==> src/rtl/sdu_host_agent.sv <==
// Host-terminal stand-in for the debug command processor: sends one buffered command line,
// then collects the reply until PROMPT. Optional reply inactivity timeout: SDU_HOST_TIMEOUT_EN.
module sdu_host_agent #(
    parameter int          CMD_DEPTH   = 32,
    parameter int          RSP_DEPTH   = 64,
    parameter logic [7:0]  PROMPT      = 8'h3E,
    parameter int          TIMEOUT_CYC = 1000000
) (
    input  logic                           clk,
    input  logic                           rst,
    input  logic                           cmd_we,
    input  logic [7:0]                     cmd_wd,
    output logic                           cmd_full,
    input  logic                           start,
    output logic                           busy,
    output logic                           done,
    output logic [7:0]                     out_d,
    output logic                           out_vld,
    input  logic                           out_rdy,
    input  logic [7:0]                     in_d,
    input  logic                           in_vld,
    output logic                           in_rdy,
    input  logic                           rsp_rd,
    output logic [7:0]                     rsp_rdata,
    output logic [$clog2(RSP_DEPTH):0]     rsp_cnt,
    output logic [7:0]                     rsp_sum,
    output logic                           ovf,
    output logic                           timeout
);
    localparam int CAW = $clog2(CMD_DEPTH);
    localparam int RAW = $clog2(RSP_DEPTH);

    typedef enum logic [1:0] {S_IDLE, S_SEND, S_WAIT, S_DONE} state_t;

    state_t         state_q, state_d;
    logic [7:0]     cmd_mem [CMD_DEPTH];
    logic [7:0]     rsp_mem [RSP_DEPTH];
    logic [CAW-1:0] cmd_wp_q, cmd_wp_d, cmd_rp_q, cmd_rp_d;
    logic [CAW:0]   cmd_cnt_q, cmd_cnt_d;
    logic [RAW-1:0] rsp_wp_q, rsp_wp_d, rsp_rp_q, rsp_rp_d;
    logic [RAW:0]   rsp_cnt_q, rsp_cnt_d;
    logic [7:0]     rsp_sum_q, rsp_sum_d;
    logic           ovf_q, ovf_d;
    logic           edone_q, edone_d;
    logic           cmd_wen, rsp_wen, in_fire, out_fire;

`ifdef SDU_HOST_TIMEOUT_EN
    localparam int TW = $clog2(TIMEOUT_CYC + 1);
    logic [TW-1:0]  to_cnt_q, to_cnt_d;
    logic           timeout_q, timeout_d;
    assign timeout = timeout_q;
`else
    assign timeout = 1'b0;
`endif

    assign cmd_full  = (cmd_cnt_q == (CAW+1)'(CMD_DEPTH));
    assign out_vld   = (state_q == S_SEND);
    assign out_d     = out_vld ? cmd_mem[cmd_rp_q] : 8'h00;
    assign busy      = (state_q == S_SEND) || (state_q == S_WAIT);
    assign in_rdy    = busy;
    assign done      = (state_q == S_DONE) || edone_q;
    assign rsp_rdata = rsp_mem[rsp_rp_q];
    assign rsp_cnt   = rsp_cnt_q;
    assign rsp_sum   = rsp_sum_q;
    assign ovf       = ovf_q;
    assign in_fire   = in_vld && in_rdy;
    assign out_fire  = out_vld && out_rdy;

    always_comb begin
        state_d   = state_q;
        cmd_wp_d  = cmd_wp_q;
        cmd_rp_d  = cmd_rp_q;
        cmd_cnt_d = cmd_cnt_q;
        rsp_wp_d  = rsp_wp_q;
        rsp_rp_d  = rsp_rp_q;
        rsp_cnt_d = rsp_cnt_q;
        rsp_sum_d = rsp_sum_q;
        ovf_d     = ovf_q;
        edone_d   = 1'b0;
        cmd_wen   = 1'b0;
        rsp_wen   = 1'b0;
`ifdef SDU_HOST_TIMEOUT_EN
        to_cnt_d  = '0;
        timeout_d = timeout_q;
`endif

        // Echo and reply bytes are captured in both SEND and WAIT; the sum never drops one.
        if (in_fire) begin
            rsp_sum_d = rsp_sum_q + in_d;
            if (rsp_cnt_q < (RAW+1)'(RSP_DEPTH)) begin
                rsp_wen   = 1'b1;
                rsp_wp_d  = rsp_wp_q + 1'b1;
                rsp_cnt_d = rsp_cnt_q + 1'b1;
            end else begin
                ovf_d = 1'b1;
            end
        end

        case (state_q)
            S_IDLE, S_DONE: begin
                if (state_q == S_DONE) state_d = S_IDLE;
                if (state_q == S_IDLE && cmd_we && !cmd_full) begin
                    cmd_wen   = 1'b1;
                    cmd_wp_d  = cmd_wp_q + 1'b1;
                    cmd_cnt_d = cmd_cnt_q + 1'b1;
                end
                if (state_q == S_IDLE && start) begin
                    if (cmd_cnt_d != '0) begin
                        rsp_wp_d  = '0;
                        rsp_rp_d  = '0;
                        rsp_cnt_d = '0;
                        rsp_sum_d = '0;
                        ovf_d     = 1'b0;
`ifdef SDU_HOST_TIMEOUT_EN
                        timeout_d = 1'b0;
`endif
                        state_d   = S_SEND;
                    end else begin
                        edone_d = 1'b1;
                    end
                end else if (rsp_rd && rsp_cnt_q != '0) begin
                    rsp_rp_d  = rsp_rp_q + 1'b1;
                    rsp_cnt_d = rsp_cnt_q - 1'b1;
                end
            end
            S_SEND: begin
                if (out_fire) begin
                    cmd_rp_d  = cmd_rp_q + 1'b1;
                    cmd_cnt_d = cmd_cnt_q - 1'b1;
                    if (cmd_cnt_q == (CAW+1)'(1)) begin
                        cmd_wp_d  = '0;
                        cmd_rp_d  = '0;
                        cmd_cnt_d = '0;
                        state_d   = S_WAIT;
                    end
                end
            end
            S_WAIT: begin
                if (in_fire && in_d == PROMPT) begin
                    state_d = S_DONE;
                end
`ifdef SDU_HOST_TIMEOUT_EN
                else if (!in_fire) begin
                    if (to_cnt_q == TW'(TIMEOUT_CYC - 1)) begin
                        timeout_d = 1'b1;
                        state_d   = S_DONE;
                    end else begin
                        to_cnt_d = to_cnt_q + 1'b1;
                    end
                end
`endif
            end
            default: state_d = S_IDLE;
        endcase
    end

    always_ff @(posedge clk) begin
        if (rst) begin
            state_q   <= S_IDLE;
            cmd_wp_q  <= '0;
            cmd_rp_q  <= '0;
            cmd_cnt_q <= '0;
            rsp_wp_q  <= '0;
            rsp_rp_q  <= '0;
            rsp_cnt_q <= '0;
            rsp_sum_q <= '0;
            ovf_q     <= 1'b0;
            edone_q   <= 1'b0;
`ifdef SDU_HOST_TIMEOUT_EN
            to_cnt_q  <= '0;
            timeout_q <= 1'b0;
`endif
        end else begin
            state_q   <= state_d;
            cmd_wp_q  <= cmd_wp_d;
            cmd_rp_q  <= cmd_rp_d;
            cmd_cnt_q <= cmd_cnt_d;
            rsp_wp_q  <= rsp_wp_d;
            rsp_rp_q  <= rsp_rp_d;
            rsp_cnt_q <= rsp_cnt_d;
            rsp_sum_q <= rsp_sum_d;
            ovf_q     <= ovf_d;
            edone_q   <= edone_d;
`ifdef SDU_HOST_TIMEOUT_EN
            to_cnt_q  <= to_cnt_d;
            timeout_q <= timeout_d;
`endif
        end
    end

    // Buffer storage carries no reset; pointers and counts define validity.
    always_ff @(posedge clk) begin
        if (cmd_wen) cmd_mem[cmd_wp_q] <= cmd_wd;
        if (rsp_wen) rsp_mem[rsp_wp_q] <= in_d;
    end

endmodule

==> config.mk <==
export PLATFORM = sky130hd
export DESIGN_NAME = sdu_host_agent
export DESIGN_NICKNAME = d
export VERILOG_FILES = /design/src/rtl/sdu_host_agent.sv
export SDC_FILE = /design/constraint.sdc
export NUM_CORES = 1
export LEC_CHECK = 0
export ABC_AREA = 1
export CAP_MARGIN = 20
export CORE_ASPECT_RATIO = 0.8
export CORE_MARGIN = 2
export CORE_UTILIZATION = 35
export DETAILED_ROUTE_END_ITERATION = 10
export PLACE_DENSITY = 0.54
export SETUP_SLACK_MARGIN = 0.3
export SLEW_MARGIN = 5
export SYNTH_ARGS = -nofsm -noshare
export SYNTH_HDL_FRONTEND = slang
export SYNTH_SLANG_ARGS = --single-unit
==> constraint.sdc <==
create_clock -name clk -period 3.2 [get_ports clk]
set_clock_uncertainty 0.15 [all_clocks]
set_input_delay 0.64 -clock clk [delete_from_list [all_inputs] [get_ports clk]]
set_output_delay 0.64 -clock clk [all_outputs]
set_load 0.05 [all_outputs]
==> impl_metrics.py <==
metrics = {
    "outcome": {
        "status": "complete, but fails checks",
        "violations": "negative setup slack",
    },
    "placed_design": {
        "routabilityCongestion": 0.830,
        "port_buffers": 59,
        "dp_cells": 4115,
        "hpwl_um": 56500,
    },
    "sta": {
        "period_share": 1.09,
        "setup_ws_ns": -0.293,
        "maxSlewViolCount": 0,
        "min_period_ns": 3.49,
        "worstMarginPinSlew_ns": 0.813,
        "max_freq_mhz": 286,
        "finalSetupViolCount": 16,
        "maxSlewHeadroom": 0.458,
        "grt_setup_unrepaired": "true",
        "hold_violations": 0,
    },
    "global_route": {
        "grt_pass1_wl_um": 147000,
        "grt_usage": 0.198,
        "grt_pass1_vias": 22896,
        "antenna_found_initial": 5,
        "grt_max_degree": 65,
        "gr-total-overflow": 0,
    },
    "routing": {
        "routed-via-count": 23613,
        "drt_iter0_drc": 2550,
        "drtPass1Iterations": 5,
        "drc": 0,
        "wl_um": 100000,
        "wl_per_cell_um": 22.9,
        "ant_nets": 0,
        "vias_per_cell": 5.40,
    },
    "yosys": {
        "synthDominantCellAreaShare": 0.682,
        "ys_ff_latch": 826,
        "ys_seq_area_frac": 0.716,
        "synth_edf_count": 768,
        "yosys-top-cells-count": "768 x edfxtp_1, 547 x nor2_1, 363 x o21ai_0",
        "yosysMostFrequentCell": "edfxtp_1",
        "synthArstFlopShare": 0,
        "synthTopCellsByArea": "edfxtp_1 68%, nor2_1 6.1%, o21ai_0 5.4%",
        "yosysUniqueCellTypes": 46,
        "postSynthAreaPerCell_sq_um": 12.2,
        "yosys_warnings": 0,
        "netlist.top_cell.by_area": "edfxtp_1",
        "synth_nets": 2812,
        "synthFlopType": "edfxtp_1",
        "synth_cells": 2763,
        "synth.cell_area_sq_mm": 0.0338,
    },
    "die": {
        "die_h_um": 282,
        "ios": 61,
        "dieArea_sq_mm": 0.0991,
        "start_util": 0.355,
        "dieWidth_um": 352,
        "core_sq_mm": 0.0953,
        "row_count": 101,
    },
    "power_and_ir_drop": {
        "power_mw": 31.8,
        "p_leak_nw": 14.4,
        "cellPowerDensity_mw_per_mm2": 752,
        "ir_drop_uv": 484,
    },
    "cts": {
        "cts_hold_buf": 0,
        "root_buffer": "clkbuf_16",
        "cts_tree": "done",
        "clk_path_buf_depth": 3,
        "tritoncts.num_buffers": 88,
        "cts.htree.levels": 3,
        "cts.sinks": 826,
        "clk_pin_slew_ns": 0.06,
        "insertion_delay_ns": 0.66,
    },
    "cells_and_area": {
        "fillers": 8538,
        "post-route-util": 0.444,
        "nNetsFinal": 3059,
        "area_delta_synth_final_pct": 25.2,
        "drive_above_1_share": 0.199,
        "stdcell_count": 4370,
    },
    "setup_path": {
        "endpoint": "rsp_rdata[2]",
        "path_cells": "buf_12 -> inv_16 -> buf_16 -> o21ai_0 -> o22ai_1 -> o211ai_1 -> nand3_1 -> nand3_2 -> nand2_2 -> buf_12",
        "r2r_start": "state_q[1]",
        "cp_max_fo": 13,
        "required_ns": 2.41,
        "crit_path_end_kind": "output pin",
        "worst_setup_path_start_kind": "register",
        "max_stage_delay_ns": 0.38,
        "cp_common_cell": "buf_12",
        "timing.rr.end": "rsp_mem[7][2]",
        "regToRegSetupSlack_ns": 0.49,
        "worstRegToRegCells": 11,
        "cp_data_arrival_time_ns": 2.70,
        "crit_type": "reg2out",
        "critPathSlowestCell": "dfxtp_4",
    },
    "flow_run": {
        "cap_viol_max_count": 0,
    },
    "worst_hold_path": {
        "min_path_type": "reg2reg",
    },
}
==> cells in the final DEF, fill, tap and decap left out, types with 52 or more instances in the layout <==
cell / n
o221ai_1: 52
inv_1: 86
dfxtp_1: 52
o21ai_0: 302
clkbuf_16: 97
o211ai_1: 59
nand2_1: 168
edfxtp_1: 768
nand3_1: 83
nor2_1: 521
buf_4: 175
o21ai_1: 84
o22ai_1: 101
==> layout make-up <==
| class | instances | area [sq um] | area share |
|---|---|---|---|
| Clock buffer | 104 | 2300 | 0.0545 |
| Antenna cell | 3 | 7.51 | 0.000177 |
| Clock inverter | 56 | 572 | 0.0135 |
| Multi-Input combinational cell | 1661 | 9060 | 0.214 |
| Sequential cell | 826 | 24200 | 0.573 |
| Inverter | 98 | 420 | 0.00993 |
| Tap cell | 1287 | 1610 | 0.0380 |
| Timing Repair Buffer | 333 | 4080 | 0.0964 |
| Timing Repair inverter | 2 | 25.0 | 0.000591 |
==> cells by family (layout without fill, tap and decap cells) <==
| group | Yosys count | in the layout | share of synthesized area |
|---|---|---|---|
| DFF | 826 | 826 | 0.716 |
| AOI/OAI and AO/OA | 729 | 729 | 0.127 |
| and+or+nand+nor | 885 | 885 | 0.107 |
| buffers and inverters | 276 | 593 | 0.0344 |
| adders and majority gates | 26 | 26 | 0.00984 |
| xor gates and xnor gates | 20 | 20 | 0.00518 |
| other | 1 | 4 | 0.000111 |
==> flip-flops by register name (all words and copies together), names as in the netlist, named ones only <==
signal     cells
rsp_mem      512
cmd_mem      256
state_q        2
edone_q        1
rsp_rp_q       6
cmd_wp_q       5
ovf            1
rsp_wp_q       6
rsp_sum        8
cmd_cnt_q      6
rsp_cnt        7
cmd_rp_q       5
==> through the flow <==
stage | instance area, sq um | setup TNS (ns) | setup WS (ns) | hold WS, ns
after detailed placement | 37000 | 0 | 0.182 | 0.292
after global routing | 42300 | -4.93 | -0.370 | 0.285
final | 42300 | -3.38 | -0.293 | 0.312
after floorplan | 33800 | 0 | 0.297 | 0.327
after global placement | 37000 | 0 | 0.179 | 0.296
after CTS | 41500 | -3.23 | -0.274 | 0.274
==> repair_timing <==
| action | 4_1_cts | 5_1_grt |
|---|---|---|
| setup endpoints to repair | 23 | 19 |
| pin swaps | 72 | 71 |
| buffers inserted | 26 | 30 |
| gates cloned | 28 | 8 |
| gates resized for setup | 204 | 109 |
==> per-layer routing <==
| metal | track usage | routed length [um] | vias up |
|---|---|---|---|
| met1 | 0.286 | 45200 | 11895 |
| met5 | 0 | 0 | - |
| met2 | 0.303 | 45000 | 863 |
| met4 | 0.0575 | 2510 | 0 |
| met3 | 0.0374 | 7240 | 156 |
| li1 | - | - | 10699 |
==> how the worst min path moves through the flow <==
| stage | from | endpoint | slack (ns) | cells past startpoint |
|---|---|---|---|---|
| final | ovf | ovf | 0.31 | 2 |
| after global routing | in_d[4] | rsp_mem[29][4] | 0.28 | 1 |
| after CTS | in_d[4] | rsp_mem[29][4] | 0.27 | 1 |
| after detailed placement | ovf | ovf | 0.29 | 2 |
| after global placement | ovf | ovf | 0.30 | 2 |
| after floorplan | cmd_rp_q[1] | register | 0.33 | 2 |
==> worst max-delay path, delay by kind of cell, from the launching register on <==
family	cells	cell delay, ns
buffers and inverters	4	0.54
AO/OA/AOI/OAI	3	0.62
flip-flops	1	0.38
AND/OR/NAND/NOR	3	0.50
==> power breakdown <==
group / internal [mW] / leakage [nW] / total [mW] / switching, mW
combinational: 3.55 / 5.62 / 9.38 / 5.84
sequential: 12.1 / 7.38 / 12.3 / 0.260
clock: 5.76 / 1.39 / 10.1 / 4.35
(Power assumes the default switching activity.)
